===== config.mk =====
export PLATFORM = sky130hd
export DESIGN_NAME = cache_axi_bridge
export DESIGN_NICKNAME = d
export VERILOG_FILES = /design/src/rtl/cache_axi_pkg.sv /design/src/rtl/axi_wbeat_serializer.sv /design/src/rtl/cache_axi_bridge.sv
export SDC_FILE = /design/constraint.sdc
export NUM_CORES = 1
export LEC_CHECK = 0
export CAP_MARGIN = 10
export CORE_MARGIN = 8
export CORE_UTILIZATION = 43
export DETAILED_ROUTE_END_ITERATION = 12
export PLACE_DENSITY = 0.88
export SYNTH_ARGS = -nofsm -noshare
export SYNTH_HDL_FRONTEND = slang
export SYNTH_SLANG_ARGS = --single-unit

===== constraint.sdc =====
create_clock -name clk -period 2.4 [get_ports clk]
set_input_delay 0.48 -clock clk [delete_from_list [all_inputs] [get_ports clk]]
set_output_delay 0.48 -clock clk [all_outputs]
set_load 0.005 [all_outputs]

===== src/rtl/cache_axi_pkg.sv =====
// Shared definitions for the cache-to-AXI bridge: request type codes, AXI
// encodings and the read/write FSM state types.
package cache_axi_pkg;

  localparam logic [2:0] TYPE_BYTE = 3'b000;
  localparam logic [2:0] TYPE_HALF = 3'b001;
  localparam logic [2:0] TYPE_WORD = 3'b010;
  localparam logic [2:0] TYPE_LINE = 3'b100;

  localparam logic [1:0] BURST_INCR = 2'b01;
  localparam logic [2:0] SIZE_1B    = 3'd0;
  localparam logic [2:0] SIZE_2B    = 3'd1;
  localparam logic [2:0] SIZE_4B    = 3'd2;

  typedef enum logic [1:0] {R_IDLE, R_AR, R_DATA} rd_state_e;
  typedef enum logic [1:0] {W_IDLE, W_REQ, W_RESP} wr_state_e;

  // Index of the final beat: a line is four 32-bit beats, everything else one.
  function automatic logic [1:0] last_beat(input logic [2:0] t);
    return (t == TYPE_LINE) ? 2'd3 : 2'd0;
  endfunction

  function automatic logic [7:0] axi_len(input logic [2:0] t);
    return {6'd0, last_beat(t)};
  endfunction

  function automatic logic [2:0] axi_size(input logic [2:0] t);
    case (t)
      TYPE_BYTE: return SIZE_1B;
      TYPE_HALF: return SIZE_2B;
      TYPE_WORD: return SIZE_4B;
      default:   return SIZE_4B;
    endcase
  endfunction

endpackage


===== src/rtl/axi_wbeat_serializer.sv =====
// Latches a 128-bit write payload and presents it as up to four 32-bit AXI W
// beats, low word first, raising wlast on the final beat.
module axi_wbeat_serializer (
  input  logic         clk,
  input  logic         resetn,
  input  logic         load,
  input  logic [127:0] load_data,
  input  logic [1:0]   load_last,
  input  logic [3:0]   load_strb,
  output logic [31:0]  wdata,
  output logic [3:0]   wstrb,
  output logic         wlast,
  output logic         wvalid,
  input  logic         wready
);

  logic [127:0] data_reg;
  logic [1:0]   beat_reg;
  logic [1:0]   last_reg;
  logic [3:0]   strb_reg;
  logic         busy_reg;
  logic [31:0]  word [4];

  generate
    for (genvar gi = 0; gi < 4; gi++) begin : g_word
      assign word[gi] = data_reg[32*gi +: 32];
    end
  endgenerate

  assign wdata  = word[beat_reg];
  assign wstrb  = strb_reg;
  assign wvalid = busy_reg;
  assign wlast  = busy_reg && (beat_reg == last_reg);

  always_ff @(posedge clk) begin
    if (!resetn) begin
      data_reg <= '0;
      beat_reg <= '0;
      last_reg <= '0;
      strb_reg <= '0;
      busy_reg <= 1'b0;
    end else if (load) begin
      data_reg <= load_data;
      beat_reg <= '0;
      last_reg <= load_last;
      strb_reg <= load_strb;
      busy_reg <= 1'b1;
    end else if (busy_reg && wready) begin
      if (wlast) busy_reg <= 1'b0;
      else       beat_reg <= beat_reg + 2'd1;
    end
  end

endmodule


===== src/rtl/cache_axi_bridge.sv =====
// Bridges a simple cache read/write request port onto AXI4. Independent read
// and write FSMs; reads to a line with a write in flight are held off.
module cache_axi_bridge
  import cache_axi_pkg::*;
#(
  parameter logic [3:0] RD_ID = 4'd0,
  parameter logic [3:0] WR_ID = 4'd1
) (
  input  logic         clk,
  input  logic         resetn,
  input  logic         rd_req,
  input  logic [2:0]   rd_type,
  input  logic [31:0]  rd_addr,
  output logic         rd_rdy,
  output logic         ret_valid,
  output logic         ret_last,
  output logic [31:0]  ret_data,
  input  logic         wr_req,
  input  logic [2:0]   wr_type,
  input  logic [31:0]  wr_addr,
  input  logic [3:0]   wr_wstrb,
  input  logic [127:0] wr_data,
  output logic         wr_rdy,
  output logic [3:0]   arid,
  output logic [31:0]  araddr,
  output logic [7:0]   arlen,
  output logic [2:0]   arsize,
  output logic [1:0]   arburst,
  output logic         arvalid,
  input  logic         arready,
  input  logic [3:0]   rid,
  input  logic [31:0]  rdata,
  input  logic [1:0]   rresp,
  input  logic         rlast,
  input  logic         rvalid,
  output logic         rready,
  output logic [3:0]   awid,
  output logic [31:0]  awaddr,
  output logic [7:0]   awlen,
  output logic [2:0]   awsize,
  output logic [1:0]   awburst,
  output logic         awvalid,
  input  logic         awready,
  output logic [31:0]  wdata,
  output logic [3:0]   wstrb,
  output logic         wlast,
  output logic         wvalid,
  input  logic         wready,
  input  logic [3:0]   bid,
  input  logic [1:0]   bresp,
  input  logic         bvalid,
  output logic         bready
);

  rd_state_e   rd_state_reg, rd_state_next;
  wr_state_e   wr_state_reg, wr_state_next;
  logic [31:0] rd_addr_reg, wr_addr_reg;
  logic [2:0]  rd_type_reg, wr_type_reg;
  logic        aw_done_reg;
  logic        rd_fire, wr_fire, line_hazard, aw_ok, w_ok, ser_wvalid;
  logic        unused_axi;

  // Responses carry no information the cache needs.
  assign unused_axi = ^{rid, rresp, bid, bresp};

  assign wr_rdy  = (wr_state_reg == W_IDLE);
  assign wr_fire = wr_req && wr_rdy;

  // Stall a read that targets the line of a pending write, including one
  // being accepted this very cycle.
  assign line_hazard = (!wr_rdy && (rd_addr[31:4] == wr_addr_reg[31:4])) ||
                       (wr_fire && (rd_addr[31:4] == wr_addr[31:4]));
  assign rd_rdy  = (rd_state_reg == R_IDLE) && !line_hazard;
  assign rd_fire = rd_req && rd_rdy;

  assign arid      = RD_ID;
  assign araddr    = rd_addr_reg;
  assign arlen     = axi_len(rd_type_reg);
  assign arsize    = axi_size(rd_type_reg);
  assign arburst   = BURST_INCR;
  assign arvalid   = resetn && (rd_state_reg == R_AR);
  assign rready    = resetn && (rd_state_reg == R_DATA);
  assign ret_valid = rready && rvalid;
  assign ret_last  = rready && rlast;
  assign ret_data  = rdata;

  always_comb begin
    rd_state_next = rd_state_reg;
    case (rd_state_reg)
      R_IDLE:  if (rd_fire) rd_state_next = R_AR;
      R_AR:    if (arready) rd_state_next = R_DATA;
      R_DATA:  if (rvalid && rlast) rd_state_next = R_IDLE;
      default: rd_state_next = R_IDLE;
    endcase
  end

  always_ff @(posedge clk) begin
    if (!resetn) begin
      rd_state_reg <= R_IDLE;
      rd_addr_reg  <= '0;
      rd_type_reg  <= '0;
    end else begin
      rd_state_reg <= rd_state_next;
      if (rd_fire) begin
        rd_addr_reg <= rd_addr;
        rd_type_reg <= rd_type;
      end
    end
  end

  axi_wbeat_serializer u_wbeat (
    .clk       (clk),
    .resetn    (resetn),
    .load      (wr_fire),
    .load_data (wr_data),
    .load_last (last_beat(wr_type)),
    .load_strb ((wr_type == TYPE_LINE) ? 4'hF : wr_wstrb),
    .wdata     (wdata),
    .wstrb     (wstrb),
    .wlast     (wlast),
    .wvalid    (ser_wvalid),
    .wready    (wready)
  );

  assign wvalid  = resetn && ser_wvalid;
  assign awid    = WR_ID;
  assign awaddr  = wr_addr_reg;
  assign awlen   = axi_len(wr_type_reg);
  assign awsize  = axi_size(wr_type_reg);
  assign awburst = BURST_INCR;
  assign awvalid = resetn && (wr_state_reg == W_REQ) && !aw_done_reg;
  assign bready  = resetn && (wr_state_reg == W_RESP);

  // AW and W complete independently; leave W_REQ once both have finished.
  assign aw_ok = aw_done_reg || (awvalid && awready);
  assign w_ok  = !ser_wvalid || (wready && wlast);

  always_comb begin
    wr_state_next = wr_state_reg;
    case (wr_state_reg)
      W_IDLE:  if (wr_fire) wr_state_next = W_REQ;
      W_REQ:   if (aw_ok && w_ok) wr_state_next = W_RESP;
      W_RESP:  if (bvalid) wr_state_next = W_IDLE;
      default: wr_state_next = W_IDLE;
    endcase
  end

  always_ff @(posedge clk) begin
    if (!resetn) begin
      wr_state_reg <= W_IDLE;
      wr_addr_reg  <= '0;
      wr_type_reg  <= '0;
      aw_done_reg  <= 1'b0;
    end else begin
      wr_state_reg <= wr_state_next;
      if (wr_fire) begin
        wr_addr_reg <= wr_addr;
        wr_type_reg <= wr_type;
        aw_done_reg <= 1'b0;
      end else if (awvalid && awready) begin
        aw_done_reg <= 1'b1;
      end
    end
  end

endmodule


Yosys cells after proc, flatten, opt, wreduce, memory -nomap -nowiden:

Cells that the tools add are included.

* output and inout bits: 176
* bits of input ports: 256
* register bits: 212
* word-level logic and storage cells: 92

* reduce and logical (&&, ||, !) cells: 37
* magnitude comparators: 1
* add/sub/neg operators: 1
* bitwise gates (word level): 3
* equal/unequal tests: 18
* muxes and demuxes: 20

Operators by type and width (number)
* 32-bit binary-select mux with 2-bit select: 1
* 32-bit two-way mux: 2
* 28-bit == test: 2
* 1-bit logical AND: 19
* 2-bit two-way mux: 9
* 2-bit one-hot mux with 3 select lines: 2
* 3-bit == test, second input constant: 3
* 2-bit one-hot mux with 2 select lines: 2
* 3-bit by 1-bit == test with 1-bit output, second input constant: 2
* 3-bit zero test: 2
* 2-bit by 1-bit inequality test with 1-bit output, second input constant: 3
* 2-bit inequality test, second input constant: 3
* 3-bit AND reduction: 2
* 2-bit by 1-bit == test with 1-bit output, second input constant: 2
* 2-bit == test, second input constant: 2
* 1-bit zero test: 4
* 2-bit zero test: 2
* 4-bit two-way mux: 1
* 2-bit AND reduction: 2
* 2-bit nonzero test: 2
* 3-bit >= comparator, second input constant: 1
* 1-bit logical OR: 3
* 1-bit two-way mux: 3
* 2-bit inverter with 3-bit output: 1
* 4 further kinds: 5

Depth between registers and ports, before layout:

* depth after elaboration: 9
* mapped depth: 9
* depth with buffers taken out: 6

By module:

Synthesis repeated with hierarchy kept, for this count alone.

* cells, all modules: 986
* area, all modules: 10048.4 um^2

Modules (own cells, without submodules)
* axi_wbeat_serializer: seq. area each 2742.6 um^2, area an instance 6019.5 um^2, times used 1, cells an instance 492
* cache_axi_bridge: seq. area each 1501.4 um^2, area an instance 4028.9 um^2, times used 1, cells an instance 494

Worst setup path before layout:

OpenSTA, ideal clock, no wires.

* path type: register to output
* start: register u_wbeat.beat_reg[1]
* end: output wdata[13]
* data arrival time: 1489 ps
* stages on the path, launching flop included: 4
* buffers on the path: 2
* setup slack: 431 ps
* data required time: 1920 ps
* cell sequence: dfxtp_1 > clkbuf_1 > buf_2 > mux4_2

* word-level cells in the longest chain between the ends: 4

RTL lines
* start, declared: RTL line axi_wbeat_serializer.sv:18 `logic [1:0] beat_reg;`
* start signal, assigned: RTL line axi_wbeat_serializer.sv:50 `else beat_reg <= beat_reg + 2'd1;`
* 2-bit inverter with 3-bit output (not written as such): RTL line axi_wbeat_serializer.sv:30 `assign wdata = word[beat_reg];`
* 32-bit binary-select mux with 2-bit select: RTL line axi_wbeat_serializer.sv:30
* 32-bit two-way mux (not written as such) (2 in a row): RTL line axi_wbeat_serializer.sv:30
* end, declared: RTL line cache_axi_bridge.sv:44 `output logic [31:0] wdata,`

No other way between the ends. The select of a mux whose other input is x is not followed.

Final worst setup path:

* start: input rd_addr[8]
* end: output rd_rdy

* word-level cells in the longest chain between the ends: 5
* elaborated cells between the ends (all ways): 7
* those cells by class: eq/ne (2); reduce/logical (5)

RTL lines
* start, declared: RTL line cache_axi_bridge.sv:13 `input logic [31:0] rd_addr,`
* 28-bit == test, on equally long branches: RTL line cache_axi_bridge.sv:71, cache_axi_bridge.sv:72
* 1-bit logical AND, on equally long branches: RTL line cache_axi_bridge.sv:71, cache_axi_bridge.sv:72
* 1-bit logical OR (*): RTL line cache_axi_bridge.sv:71 `assign line_hazard = (!wr_rdy && (rd_addr[31:4] == wr_addr_reg[31:4])) ||`
* 1-bit zero test (*): RTL line cache_axi_bridge.sv:73 `assign rd_rdy = (rd_state_reg == R_IDLE) && !line_hazard;`
* 1-bit logical AND (*): RTL line cache_axi_bridge.sv:73
* end, declared: RTL line cache_axi_bridge.sv:14 `output logic rd_rdy,`

Mark *: on every way between the ends. The rest lies on a longest branch, timed or not.

==> metrics.txt <==
H-tree levels=1; DRC violation count after routing=0; WP data arrival=1950 ps; crit-path cells=dlygate4sd2_1, xnor2_1, nand4_1, nor4_4, a41o_1, nor3_2, buf_2; Fin. Hold Viols=0; # IOs=432; Switch Pwr=2.38 mW; Final WS setup=-28.0 ps; Comb power frac=0.184; multiplexer share of the synthesized area=0.108; Seq/Total Area, Yosys=0.428; RSZ-0062 raised after global routing=true; hpwl dp=24700 microns; complex-gate fraction of the synthesized area=0.140; drt via density=5.16; adder-cell share of the synthesized area=0; Critical R2R Capture=araddr[2]$_SDFFE_PN0P_; Buf/Inv on CP=2; Mean Syn Cell Area=8.85 sq um; Clock Pin Slew Worst Setup and Hold Paths=60 ps; critical path required time=1920 ps; Tcrit/Tclk final=1.01; Top delay family on crit path=simple AND/OR/NAND/NOR gates; Total Wirelength=34100 microns; Final Skew=10.3 ps; die area=0.0281 sq mm; total clock buffers created by CTS=24; NumNets Final=1684; Slew Limit Fails=0; Yosys reg bits=211; layout cells sized above 1=0.133; vias in the first global route=9316; simple-gate share of the synthesized area=0.186; peak supply drop=0.000462 V; Cell Rows=55; post-synth top area cell=dfxtp_1; Synth area leaders=dfxtp_1, nand2_1, a21boi_0; Clock Latency Late Sink=510 ps; core box area=0.0226 sq mm; Sw Share=0.255; fmax=412 MHz; vias=8923; Starting Density=0.438; TritonCTS clock tree=done; MaxCap Viol Count=0; Tightest Pin Transition=1030 ps; Power Density=644 mW/mm^2; CTS Buffer Depth=3; Cells after Synth=1117; slowest cell on the critical path=nor4_4; Hold Path Sink=awaddr[25]$_SDFFE_PN0P_; Largest stage delay, worst path=330 ps; failing checks=negative setup slack; CTS root buf=clkbuf_16; GRT Util Overall=0.227; WHS Path Cells=3; total gr overflow=0; IO buf count=329; sequential power share=0.419; Post-Synth XOR/XNOR Area=0.0514; Post-Syn Area=0.00988 sq mm; initial antenna violation count=2; first-pass GRT wire length=51100 microns; minimum clock period=2430 ps; Hold Path Class=primary input to register; startpoint types=primary input; Yosys warning count=0; TritonRoute pass-1 iters=5; CP Class=primary input to output pin; Post-DRT Antenna Nets=0; static leakage=6.01 nW; worst reg2reg path depth=8; clock power share=0.397; die height=168 microns; largest family of logic cells by synthesized area=simple AND/OR/NAND/NOR gates; setup violators final=1; Yosys top cell area share=0.428; nature of the critical path endpoint=output pin; r2r setup slk=320 ps; Crit Path Max Fanout=3; Internal=6.96 mW; Yosys cell types=41; worst setup path start=rd_addr[8]; Hold Path Origin=wr_addr[25]; wire per inst=19.7 microns; largest net degree at the start of global routing=100; RR Startpoint=awaddr[29]$_SDFFE_PN0P_; Slew Limit Headroom=0.314; hold_ws=251 ps; Placer Congestion=0.962; Syn-to-layout area delta=46.7%; CP Depth=7; status=finished with violations; max reg flops=128; DRT iter0 DRCs=702; Final Power=9.34 mW; clk sinks=211; Die Span X=168 microns
==> routing by layer <==
metal	track usage	wire length [microns]	vias up
li1	-	-	4230
met1	0.238	12300	4206
met2	0.393	16600	399
met3	0.0915	3730	88
met4	0.107	1440	0
met5	0	0	-
==> layout by cell type, fill, tap and decap left out, drive strengths merged, types with 2 or more instances in the layout <==
master	Yosys	routed
bufinv	0	3
or2	2	2
mux4	32	32
a21oi	2	2
dlymetal6s2s	0	37
nand4	7	7
o21ai	5	5
nand3	2	2
dlygate4sd2	0	19
a21boi	165	165
o221a	5	5
xor2	39	39
conb	2	26
clkdlybuf4s50	0	251
diode	0	2
nor2	9	9
clkdlybuf4s15	0	7
mux2i	35	35
buf	85	81
and2	4	4
xnor2	19	19
nand2	403	403
nor3b	4	4
nor4	9	9
nor3	6	6
clkbuf	53	36
inv	6	6
dfxtp	211	211
clkinv	0	4
nor2b	2	2
==> cells in the mapped netlist, drive strengths merged <==
cell    number
conb         2
mux2i       35
and3b        1
and4bb       1
nor4         9
mux4        32
a31oi        1
a21o         1
nand4        7
a21oi        2
a41oi        1
nor4b        1
nand2      403
o221a        5
buf         85
o211ai       1
nor3b        4
a41o         1
xnor2       19
or2          2
nor2b        2
dfxtp      211
nand3        2
o211a        1
o21ai        5
clkbuf      53
nor2         9
inv          6
and2         4
nor3         6
and3         1
a21boi     165
xor2        39
==> worst max-delay path by stage <==
stage,to,slack [ps]
finish,rd_rdy,-30
global route,rd_rdy,-90
CTS,rd_rdy,-170
detailed placement,rd_rdy,-620
global placement,rd_rdy,-660
floorplan,wdata[13],430
==> cell families (layout without fill, tap and decap cells) <==
logic type,after synthesis,count (layout)
mux,67,67
flops,211,211
other cells,2,28
compound gates,183,183
buf+inv,144,445
xor+xnor,58,58
simple gates,452,452
==> through the flow <==
stage / utilization / cells / worst slack [ps] / area [sq um] / setup TNS [ps]
after floorplan: - / 1141 / 431 / 9970 / 0
after global placement: 0.589 / 1670 / -657 / 13300 / -12560
after detailed placement: 0.589 / 1670 / -619 / 13300 / -12470
after CTS: 0.631 / 1724 / -168 / 14200 / -277
after global routing: 0.642 / 1729 / -85.1 / 14500 / -91.7
final: 0.642 / 1729 / -28.0 / 14500 / -28.0
==> repair_timing <==
| item | in CTS | in global routing |
|---|---|---|
| setup endpoints to repair | 34 | 16 |
| buffers inserted | 13 | 2 |
| gates cloned | 1 | 1 |
| pin swaps | 7 | 30 |
| hold endpoints to repair | 0 | 0 |
| resized for setup | 98 | 71 |
| hold buffers | 0 | 0 |
==> layout make-up <==
type                    count  area [sq um]
clock buffers              32           672
clock inverters             8           121
flip-flops and latches    211          4240
well taps                 285           357
multi-input cells         786          5070
fillers                  1705          8080
inverters                   6          22.5
repair buffers            399          4010
diodes                      2          5.00
==> power by group through the flow <==
stage          Combinational, mW  Clock [mW]  Sequential (mW)
2_1_floorplan              0.812           0             3.93
3_3_place_gp                1.67           0             3.96
3_5_place_dp                1.69           0             3.98
4_1_cts                     1.69        3.79             3.90
5_1_grt                     1.85        3.92             3.93
6_report                    1.72        3.71             3.91
==> worst min-delay path, stage by stage <==
cell	delay [ps]
clkbuf_2	100
nand2_1	60
a21boi_0	60
Power figures use the tool's default switching activity.
